===== src/rtl/reg_bus_initiator.sv =====
`default_nettype none
// ============================================================================
// Module      : reg_bus_initiator
// Description : Queues register-bus commands in a small FIFO and issues them
//               one at a time as write/read strobes, returning read data or a
//               timeout error on a valid/ready response channel.
// Revision    : 1.0 - initial release
// ============================================================================
module reg_bus_initiator #(
    parameter int DATA_WIDTH = 8,
    parameter int ADDR_WIDTH = 4,
    parameter int CMD_DEPTH  = 4,
    parameter int TIMEOUT    = 15
) (
    input  logic                  clk_i,
    input  logic                  rst_i,
    input  logic                  cmd_valid_i,
    output logic                  cmd_ready_o,
    input  logic                  cmd_write_i,
    input  logic [ADDR_WIDTH-1:0] cmd_addr_i,
    input  logic [DATA_WIDTH-1:0] cmd_wdata_i,
    output logic                  rsp_valid_o,
    input  logic                  rsp_ready_i,
    output logic [DATA_WIDTH-1:0] rsp_rdata_o,
    output logic                  rsp_err_o,
    output logic                  bus_write_en_o,
    output logic                  bus_read_en_o,
    output logic [ADDR_WIDTH-1:0] bus_addr_o,
    output logic [DATA_WIDTH-1:0] bus_wdata_o,
    input  logic [DATA_WIDTH-1:0] bus_rdata_i,
    input  logic                  bus_ready_i,
    output logic                  busy_o
);

    localparam int c_PTR_W   = $clog2(CMD_DEPTH);
    localparam int c_CNT_W   = $clog2(TIMEOUT + 1);
    localparam int c_ENTRY_W = 1 + ADDR_WIDTH + DATA_WIDTH;
    localparam logic [c_PTR_W:0]   c_FULL    = (c_PTR_W + 1)'(CMD_DEPTH);
    localparam logic [c_CNT_W-1:0] c_TO_LAST = c_CNT_W'(TIMEOUT - 1);

    typedef enum logic [1:0] {
        S_IDLE = 2'd0,
        S_WR   = 2'd1,
        S_RD   = 2'd2,
        S_RSP  = 2'd3
    } state_t;

    // ------------------------------------------------------------------
    // Command FIFO
    // ------------------------------------------------------------------
    logic [c_ENTRY_W-1:0]  r_mem [CMD_DEPTH];
    logic [c_PTR_W-1:0]    r_wr_ptr;
    logic [c_PTR_W-1:0]    r_rd_ptr;
    logic [c_PTR_W:0]      r_count;
    logic                  w_full;
    logic                  w_empty;
    logic                  w_push;
    logic                  w_pop;
    logic [c_ENTRY_W-1:0]  w_head;
    logic                  w_head_write;
    logic [ADDR_WIDTH-1:0] w_head_addr;
    logic [DATA_WIDTH-1:0] w_head_wdata;

    assign w_full       = (r_count == c_FULL);
    assign w_empty      = (r_count == '0);
    assign w_push       = cmd_valid_i && !w_full;
    assign w_head       = r_mem[r_rd_ptr];
    assign w_head_write = w_head[c_ENTRY_W-1];
    assign w_head_addr  = w_head[DATA_WIDTH +: ADDR_WIDTH];
    assign w_head_wdata = w_head[DATA_WIDTH-1:0];

    always_ff @(posedge clk_i) begin
        if (w_push) begin
            r_mem[r_wr_ptr] <= {cmd_write_i, cmd_addr_i, cmd_wdata_i};
        end
    end

    always_ff @(posedge clk_i) begin
        if (rst_i) begin
            r_wr_ptr <= '0;
            r_rd_ptr <= '0;
            r_count  <= '0;
        end else begin
            if (w_push) begin
                r_wr_ptr <= r_wr_ptr + c_PTR_W'(1);
            end
            if (w_pop) begin
                r_rd_ptr <= r_rd_ptr + c_PTR_W'(1);
            end
            case ({w_push, w_pop})
                2'b10:   r_count <= r_count + (c_PTR_W + 1)'(1);
                2'b01:   r_count <= r_count - (c_PTR_W + 1)'(1);
                default: r_count <= r_count;
            endcase
        end
    end

    // ------------------------------------------------------------------
    // Bus sequencer
    // ------------------------------------------------------------------
    state_t                r_state;
    state_t                w_state_nxt;
    logic                  r_wr_en;
    logic                  w_wr_en_nxt;
    logic                  r_rd_en;
    logic                  w_rd_en_nxt;
    logic [ADDR_WIDTH-1:0] r_addr;
    logic [ADDR_WIDTH-1:0] w_addr_nxt;
    logic [DATA_WIDTH-1:0] r_wdata;
    logic [DATA_WIDTH-1:0] w_wdata_nxt;
    logic                  r_rsp_valid;
    logic                  w_rsp_valid_nxt;
    logic [DATA_WIDTH-1:0] r_rsp_rdata;
    logic [DATA_WIDTH-1:0] w_rsp_rdata_nxt;
    logic                  r_rsp_err;
    logic                  w_rsp_err_nxt;
    logic [c_CNT_W-1:0]    r_to_cnt;
    logic [c_CNT_W-1:0]    w_to_cnt_nxt;

    always_ff @(posedge clk_i) begin
        if (rst_i) begin
            r_state     <= S_IDLE;
            r_wr_en     <= 1'b0;
            r_rd_en     <= 1'b0;
            r_addr      <= '0;
            r_wdata     <= '0;
            r_rsp_valid <= 1'b0;
            r_rsp_rdata <= '0;
            r_rsp_err   <= 1'b0;
            r_to_cnt    <= '0;
        end else begin
            r_state     <= w_state_nxt;
            r_wr_en     <= w_wr_en_nxt;
            r_rd_en     <= w_rd_en_nxt;
            r_addr      <= w_addr_nxt;
            r_wdata     <= w_wdata_nxt;
            r_rsp_valid <= w_rsp_valid_nxt;
            r_rsp_rdata <= w_rsp_rdata_nxt;
            r_rsp_err   <= w_rsp_err_nxt;
            r_to_cnt    <= w_to_cnt_nxt;
        end
    end

    // The strobe register rises one edge after the command is popped, so
    // the address is already stable on the bus when the strobe appears.
    always_comb begin
        w_state_nxt     = r_state;
        w_wr_en_nxt     = 1'b0;
        w_rd_en_nxt     = r_rd_en;
        w_addr_nxt      = r_addr;
        w_wdata_nxt     = r_wdata;
        w_rsp_valid_nxt = r_rsp_valid;
        w_rsp_rdata_nxt = r_rsp_rdata;
        w_rsp_err_nxt   = r_rsp_err;
        w_to_cnt_nxt    = r_to_cnt;
        w_pop           = 1'b0;
        case (r_state)
            S_IDLE: begin
                if (!w_empty) begin
                    w_pop        = 1'b1;
                    w_addr_nxt   = w_head_addr;
                    w_wdata_nxt  = w_head_wdata;
                    w_to_cnt_nxt = '0;
                    w_state_nxt  = w_head_write ? S_WR : S_RD;
                end
            end
            S_WR: begin
                w_wr_en_nxt = 1'b1;
                w_state_nxt = S_IDLE;
            end
            S_RD: begin
                if (!r_rd_en) begin
                    w_rd_en_nxt = 1'b1;
                end else if (bus_ready_i) begin
                    w_rd_en_nxt     = 1'b0;
                    w_rsp_valid_nxt = 1'b1;
                    w_rsp_rdata_nxt = bus_rdata_i;
                    w_rsp_err_nxt   = 1'b0;
                    w_state_nxt     = S_RSP;
                end else if (r_to_cnt == c_TO_LAST) begin
                    w_rd_en_nxt     = 1'b0;
                    w_rsp_valid_nxt = 1'b1;
                    w_rsp_rdata_nxt = '0;
                    w_rsp_err_nxt   = 1'b1;
                    w_state_nxt     = S_RSP;
                end else begin
                    w_to_cnt_nxt = r_to_cnt + c_CNT_W'(1);
                end
            end
            S_RSP: begin
                if (rsp_ready_i) begin
                    w_rsp_valid_nxt = 1'b0;
                    w_state_nxt     = S_IDLE;
                end
            end
            default: begin
                w_state_nxt = S_IDLE;
            end
        endcase
    end

    assign cmd_ready_o    = !w_full;
    assign busy_o         = !w_empty || (r_state != S_IDLE);
    assign bus_write_en_o = r_wr_en;
    assign bus_read_en_o  = r_rd_en;
    assign bus_addr_o     = r_addr;
    assign bus_wdata_o    = r_wdata;
    assign rsp_valid_o    = r_rsp_valid;
    assign rsp_rdata_o    = r_rsp_rdata;
    assign rsp_err_o      = r_rsp_err;

endmodule
`default_nettype wire


===== config.mk =====
export PLATFORM = sky130hd
export DESIGN_NAME = reg_bus_initiator
export DESIGN_NICKNAME = d
export VERILOG_FILES = /design/src/rtl/reg_bus_initiator.sv
export SDC_FILE = /design/constraint.sdc
export NUM_CORES = 1
export LEC_CHECK = 0
export ABC_AREA = 1
export ABC_CLOCK_PERIOD_IN_PS = 5100
export BUFFER_PORTS_ARGS = -buffer_cell sky130_fd_sc_hd__clkbuf_2
export CORE_MARGIN = 3
export CORE_UTILIZATION = 40
export DETAILED_ROUTE_END_ITERATION = 6
export GPL_TIMING_DRIVEN = 1
export HOLD_SLACK_MARGIN = 0.06
export SLEW_MARGIN = 20
export SYNTH_ARGS = -nofsm -noshare
export SYNTH_HDL_FRONTEND = slang
export SYNTH_SLANG_ARGS = --single-unit

===== constraint.sdc =====
create_clock -name clk_i -period 5.1 [get_ports clk_i]
set_input_delay 0.51 -clock clk_i [delete_from_list [all_inputs] [get_ports clk_i]]
set_output_delay 0.51 -clock clk_i [all_outputs]
set_load 0.02 [all_outputs]

# Word level (Yosys, flattened, before mapping)
# Memories as Yosys holds them, arrays and structs flattened. A register that Yosys moved wholly into a read port is not among the register bits.
# Index checks and enable logic that the tools add are counted.
[totals]
inputBits = 26
ff_bits = 37
output_inout_bits = 26
ram_bits = 52
elab_cells = 79
mem_count = 1
[memory_table]
columns = ["memory", "words", "width", "rd", "rd_ports_with_merged_regs", "write_ports", "line_no", "source"]
rows = [
  ["r_mem", 4, 13, 1, 1, 1, "51", "logic [c_ENTRY_W-1:0] r_mem [CMD_DEPTH];"],
]
[op_classes]
eq_ne = 13
reduce_logical = 16
add_sub_neg = 5
bitwise = 1
mux = 31
[op_table]
columns = ["op", "count"]
rows = [
  ["2-to-1 mux 2 bit", 8],
  ["2-to-1 mux 4 bit", 4],
  ["2-to-1 mux 8 bit", 2],
  ["2-to-1 mux 1 bit", 13],
  ["inequality test 2 bit (second input constant)", 5],
  ["nonzero test 2 bit", 5],
  ["one-hot mux 2 bit (4 select lines)", 1],
  ["one-hot mux 4 bit (2 select lines)", 1],
  ["AND reduction 4 bit", 2],
  ["equality test 2 bit (second input constant)", 3],
  ["one-hot mux 3 bit (2 select lines)", 1],
  ["AND reduction 5 bit", 1],
  ["adder 2 x 1 -> 2 bit (second input constant)", 2],
  ["adder 4 x 1 -> 4 bit (second input constant)", 1],
  ["equality test 2 x 1 -> 1 bit (second input constant)", 2],
  ["equality test 4 bit (second input constant)", 1],
  ["adder 3 x 1 -> 3 bit (second input constant)", 1],
  ["equality test 3 bit (second input constant)", 1],
  ["logical NOT 3 bit", 1],
  ["inequality test 3 bit (second input constant)", 1],
  ["AND reduction 3 bit", 1],
  ["subtractor 3 x 1 -> 3 bit (second input constant)", 1],
  ["logical NOT 1 bit", 2],
  ["logical NOT 2 bit", 1],
  ["other kinds (5)", 5],
]

# Logic depth before layout (Yosys ltp)
[logic_depth]
ltp_word = 5
depth_mapped = 11
depth_no_buf = 10

# Least setup slack after synthesis
# Ideal clock, no wire load.
[synth_timing]
path_kind = "reg2reg"
from = "register r_count[0]"
to = "register r_count[2]"
required_time_ns = 4.978
t_arrival_ns = 1.842
synth_period_minus_slack_ns = 1.964
path_buffers = 0
path_slack_ns = 3.136
stages_incl_launch_ff = 10
setup_ns = 0.122
cell_sequence = "dfxtp_1 nor2_1 nand2_1 nand2_1 ha_1 fa_1 a21oi_1 o21ai_0 o21ai_0 a21oi_1"
[synth_between]
elab_chain_cells = 5
word_cells_on_any_way = 12
classes_between = "add/sub (2); eq/ne (3); mux (3); reduce/logical (4)"
[synth_lines]
columns = ["element", "line_no", "source"]
rows = [
  ["from (decl)", "54", "logic [c_PTR_W:0] r_count;"],
  ["from (signal assigned)", "91", "2'b10: r_count <= r_count + (c_PTR_W + 1)'(1);"],
  ["from (signal assigned)", "92", "2'b01: r_count <= r_count - (c_PTR_W + 1)'(1);"],
  ["from (signal assigned)", "93", "default: r_count <= r_count;"],
  ["equality test 3 bit *", "64", "assign w_full = (r_count == c_FULL);"],
  ["logical NOT 1 bit *", "n/a", ""],
  ["via cmd_ready_o", "18", "output logic cmd_ready_o,"],
  ["logical AND 1 bit *", "66", "assign w_push = cmd_valid_i && !w_full;"],
  ["equality test 2 x 1 -> 1 bit or equality test 2 bit (tied branches)", "90", "case ({w_push, w_pop})"],
  ["one-hot mux 3 bit (2 select lines) or nonzero test 2 bit (tied branches)", "n/a", ""],
]
# The timed path passes the listed nets; every way through them passes the cells marked *.
# A chain may end at the register's enable or synchronous reset.

# Worst setup path after layout
[layout_timing]
from = "register r_count[0]"
to = "register r_count[2]"
[layout_between]
elab_chain_cells = 5
word_cells_on_any_way = 12
classes_between = "add/sub (2); eq/ne (3); mux (3); reduce/logical (4)"
[layout_lines]
columns = ["element", "line_no"]
rows = [
  ["logical NOT 3 bit or equality test 3 bit (tied branches)", "65, 64"],
  ["2-to-1 mux 1 bit or logical NOT 1 bit (tied branches)", "159, 66"],
  ["2-to-1 mux 1 bit or logical AND 1 bit (tied branches)", "157, 66"],
  ["equality test 2 x 1 -> 1 bit or equality test 2 bit (tied branches)", "90"],
  ["one-hot mux 3 bit (2 select lines) or nonzero test 2 bit (tied branches)", "n/a"],
]
# Several ways; a longest one is shown, not always the timed one.

==> results.md <==
| Group | Quantity | This run |
|---|---|---|
| critical path | Critical path's top delay family | adder cells |
| floorplan | DIE WIDTH | 101 um |
| power | Power density relative to cell area | 520 mW/mm^2 |
| synth | Sequential element share of the synthesized area | 65.5% |
| layout | # diodes | 0 |
| clocking | Clock buffer count from CTS | 9 |
| synth | Number of cells produced by synthesis | 341 |
| critical path | WP buf/inv | 1 |
| detailed routing | DRC violation count after routing | 0 |
| sta | Share of the clock period used by the worst path after layout | 44.5% |
| floorplan | Row count | 33 |
| floorplan | Top-level port count | 52 |
| place | Area post-placement | 0.00392 mm^2 |
| synth | Area share of fa/ha/maj cells after synthesis | 3.01% |
| clocking | H-tree level count | 3 |
| sta | Worst slew margin relative to its limit | 42.2% |
| floorplan | Area of the die | 0.0101 mm^2 |
| critical path | Required arrival time at the worst endpoint | 5340 ps |
| critical path | Kind of critical path | reg2reg |
| clocking | Number of clock sinks | 91 |
| floorplan | Starting density of the core | 42.3% |
| synth | Count of yosys warnings during synthesis | 0 |
| detailed routing | Remaining number of nets flagged by the antenna check after routing | 0 |
| sta | Final-report setup violation count | 0 |
| detailed routing | Violation count after the first detailed-routing iteration | 82 |
| sta | Sum Neg Setup Slack | 0 ps |
| sta | Final setup skew | 7.05 ps |
| sta | Unrepaired setup endpoints after global routing | no |
| synth | Area of the mapped netlist | 0.00358 mm^2 |
| layout | Non-Filler Cell Area, Final | 0.00411 mm^2 |
| critical path | CP Data Arrival Time | 2510 ps |
| place | Placement-stage worst setup slack | 2860 ps |
| floorplan | Core area | 0.00846 mm^2 |
| detailed routing | Vias per Instance | 4.96 |
| power | Leakage dissipation | 0.00164 uW |
| layout | Fraction of layout cells with a size suffix above 1 | 20.1% |
| layout | Final layout net count | 427 |
| place | Post-detail-place hpwl | 4740 um |
| synth | Share of synthesized cell area in and, or, nand and nor gates | 14.8% |
| synth | Count of different cell masters after synthesis | 29 |
| synth | Multiplexer area fraction after synthesis | 0% |
| floorplan | Die Height | 101 um |
| layout | Combined area of the multi-input logic cells | 0.00107 mm^2 |
| sta | Final Hold Fails | 0 |
| critical path | Worst setup SP type | register |
| sta | Minimum clock period | 2270 ps |
| sta | Hold Slack | 371 ps |
| grt | Via count of the first global-routing pass | 2,342 |
| power | Peak supply drop | 0.226 mV |
| synth | FF+latch count, synth | 91 |
| flow run | Max-cap violation count | 0 |
| sta | Number of pins exceeding their max-slew limit in the final report | 0 |
| sta | Final setup slack of the worst path | 2830 ps |
| clocking | Clock tree buffer depth | 2 |
| layout | Seq. cell area | 0.00234 mm^2 |
| synth | Average cell area after synthesis | 10.5 um^2 |
| clocking | Root buf cell | sky130_fd_sc_hd__clkbuf_8 |
| detailed routing | Post-DR wirelength/cell | 14.1 um |
| detailed routing | First-pass DRT Iterations | 4 |
| critical path | Max Fanout on Critical Path | 18 |
| critical path | Chain of cells forming the critical path | nor2_1, nand2_1, nand2_4, inv_2, ha_1, fa_1, a21oi_1, o21ai_0, o21ai_0, a21oi_1 |
| critical path | Largest incremental delay on the critical path | 380 ps |
| clocking | Clk_lat worst skew | 360 ps |
| place | Input/output buffers | 51 |
| sta | F_max | 441 MHz |
| grt | Largest net degree at the start of global routing | 33 |
| clocking | Hold buffer count at cts | 0 |
| grt | Global-route wire length before repair | 11,500 um |
| grt | Total global routing overflow | 0 |
| synth | Largest family of logic cells by synthesized area | simple AND/OR/NAND/NOR gates |
| layout | Area Growth Syn to Fin | 15.0% |
| clocking | Gates resized, CTS repair | 0 |
| grt | Total GRT Usage | 14.6% |
| synth | Nets in the synthesized netlist | 375 |
| clocking | Number of setup buffers added after CTS | 0 |
| outcome | Result of the run | complete, no violations |
| sta | Slew at the pin closest to its max-slew limit | 867 ps |
| grt | Antenna violations before repair | 0 |
| min path | HP Class | in2reg |
| layout | Fillers | 784 |
| critical path | Endpoint class of the critical path | register |
| synth | Synth Area in Compound Gates | 11.6% |
| detailed routing | Total vias in the final route | 2,496 |
| clocking | Clock transition at path regs | 90 ps |
| synth | Xor/xnor cell area share of the yosys netlist | 0.490% |
| clocking | CTS tree | yes |
| detailed routing | Final wirelength | 7080 um |
| place | Routability cong. | 0.780 |
| critical path | Slowest stage cell, crit path | sky130_fd_sc_hd__fa_1 |
[kinds of logic (layout without fill, tap and decap cells)]
family / after synthesis / in the layout
XOR/XNOR: 2 / 2
flip-flops: 91 / 91
buffers and inverters: 37 / 94
AND/OR/NAND/NOR: 126 / 126
adder cells (fa/ha/maj): 8 / 8
AO/OA/AOI/OAI: 77 / 77
[where the power goes]
group | switching, uW | leakage (uW) | internal (uW)
logic | 441 | 0.000740 | 213
registers | 98.6 | 0.000797 | 901
clock network | 256 | 0.0000992 | 230
[placed cells by master, fill, tap and decap left out, types with 2 or more instances in the layout]
cell type	n
sky130_fd_sc_hd__nor2_1	63
sky130_fd_sc_hd__edfxtp_1	52
sky130_fd_sc_hd__clkbuf_2	51
sky130_fd_sc_hd__o21ai_0	44
sky130_fd_sc_hd__dfxtp_1	39
sky130_fd_sc_hd__nand2_1	33
sky130_fd_sc_hd__nand3_1	22
sky130_fd_sc_hd__inv_1	19
sky130_fd_sc_hd__a21oi_1	15
sky130_fd_sc_hd__o22ai_1	12
sky130_fd_sc_hd__clkbuf_8	9
sky130_fd_sc_hd__ha_1	7
sky130_fd_sc_hd__buf_4	4
sky130_fd_sc_hd__inv_2	3
sky130_fd_sc_hd__a22oi_1	3
sky130_fd_sc_hd__nor2_2	2
sky130_fd_sc_hd__o21ai_1	2
sky130_fd_sc_hd__clkinv_1	2
sky130_fd_sc_hd__nand2_2	2
[path summary, 6_finish.rpt]
kind / from / to / slack (ps) / cells after the start
min: cmd_wdata_i[5] / r_mem[0][5]$_DFFE_PP_ / 370 / 1
max: r_count[0]$_SDFFE_PP0P_ / r_count[2]$_SDFFE_PP0P_ / 2830 / 10
min reg2reg: rsp_rdata_o[6]$_SDFFE_PP0P_ / rsp_rdata_o[6]$_SDFFE_PP0P_ / 470 / 2
max reg2reg: r_count[0]$_SDFFE_PP0P_ / r_count[2]$_SDFFE_PP0P_ / 2830 / 10
[Yosys cell counts]
| cell | number | share of area [%] |
|---|---|---|
| sky130_fd_sc_hd__o21ai_1 | 2 | 0.28 |
| sky130_fd_sc_hd__a211oi_2 | 1 | 0.35 |
| sky130_fd_sc_hd__ha_1 | 7 | 2.4 |
| sky130_fd_sc_hd__buf_4 | 2 | 0.42 |
| sky130_fd_sc_hd__a21oi_1 | 15 | 2.1 |
| sky130_fd_sc_hd__a22oi_1 | 3 | 0.63 |
| sky130_fd_sc_hd__inv_2 | 3 | 0.31 |
| sky130_fd_sc_hd__xnor2_1 | 1 | 0.24 |
| sky130_fd_sc_hd__fa_1 | 1 | 0.56 |
| sky130_fd_sc_hd__o22ai_1 | 12 | 2.1 |
| sky130_fd_sc_hd__clkinv_1 | 1 | 0.10 |
| sky130_fd_sc_hd__nor2_4 | 1 | 0.31 |
| sky130_fd_sc_hd__nand3_1 | 22 | 3.1 |
| sky130_fd_sc_hd__nand2_2 | 2 | 0.35 |
| sky130_fd_sc_hd__nor3_1 | 1 | 0.14 |
| sky130_fd_sc_hd__inv_1 | 19 | 2.0 |
| sky130_fd_sc_hd__nand2_1 | 33 | 3.5 |
| sky130_fd_sc_hd__buf_6 | 2 | 0.63 |
| sky130_fd_sc_hd__buf_2 | 4 | 0.56 |
| sky130_fd_sc_hd__nor2_1 | 63 | 6.6 |
| sky130_fd_sc_hd__dfxtp_1 | 39 | 22 |
| sky130_fd_sc_hd__xor2_1 | 1 | 0.24 |
| sky130_fd_sc_hd__o21ai_0 | 44 | 6.2 |
| sky130_fd_sc_hd__nand2_4 | 1 | 0.31 |
| sky130_fd_sc_hd__clkbuf_1 | 5 | 0.52 |
| sky130_fd_sc_hd__and3_1 | 1 | 0.17 |
| sky130_fd_sc_hd__buf_1 | 1 | 0.10 |
| sky130_fd_sc_hd__nor2_2 | 2 | 0.35 |
| sky130_fd_sc_hd__edfxtp_1 | 52 | 44 |
[layout make-up]
type                       instances  area share, %
tap                              105           3.19
inverter                          23           2.10
multi-input combinational        213           26.0
clock inverter                     7           1.82
timing repair buffer              55           6.93
sequential                        91           56.9
clock buffer                       9           3.01
[through the flow]
step | power (uW) | std cells | util, %
finish | 2140 | 503 | 48.6
global route | 2310 | 503 | 48.6
CTS | 2170 | 503 | 48.6
detailed placement | 1680 | 487 | 46.3
global placement | 1660 | 487 | 46.3
floorplan | 1510 | 341 | -
[routing by layer]
metal	global-route usage, %	share of wire, %	vias to the layer above
met5	0	0	-
met4	2.90	0.38	0
met3	4.98	5.6	2
met2	23.8	47	61
met1	19.1	47	1155
li1	-	-	1278
[state kept, by name, indices dropped and copies added (netlist names), named ones only]
register        flops
rsp_rdata_o         8
bus_wdata_o         8
r_count             3
r_wr_ptr            2
rsp_valid_o         1
r_to_cnt            4
r_state             2
r_rd_ptr            2
bus_read_en_o       1
bus_write_en_o      1
rsp_err_o           1
r_mem              52
bus_addr_o          4
Power figures use the tool's default switching activity.
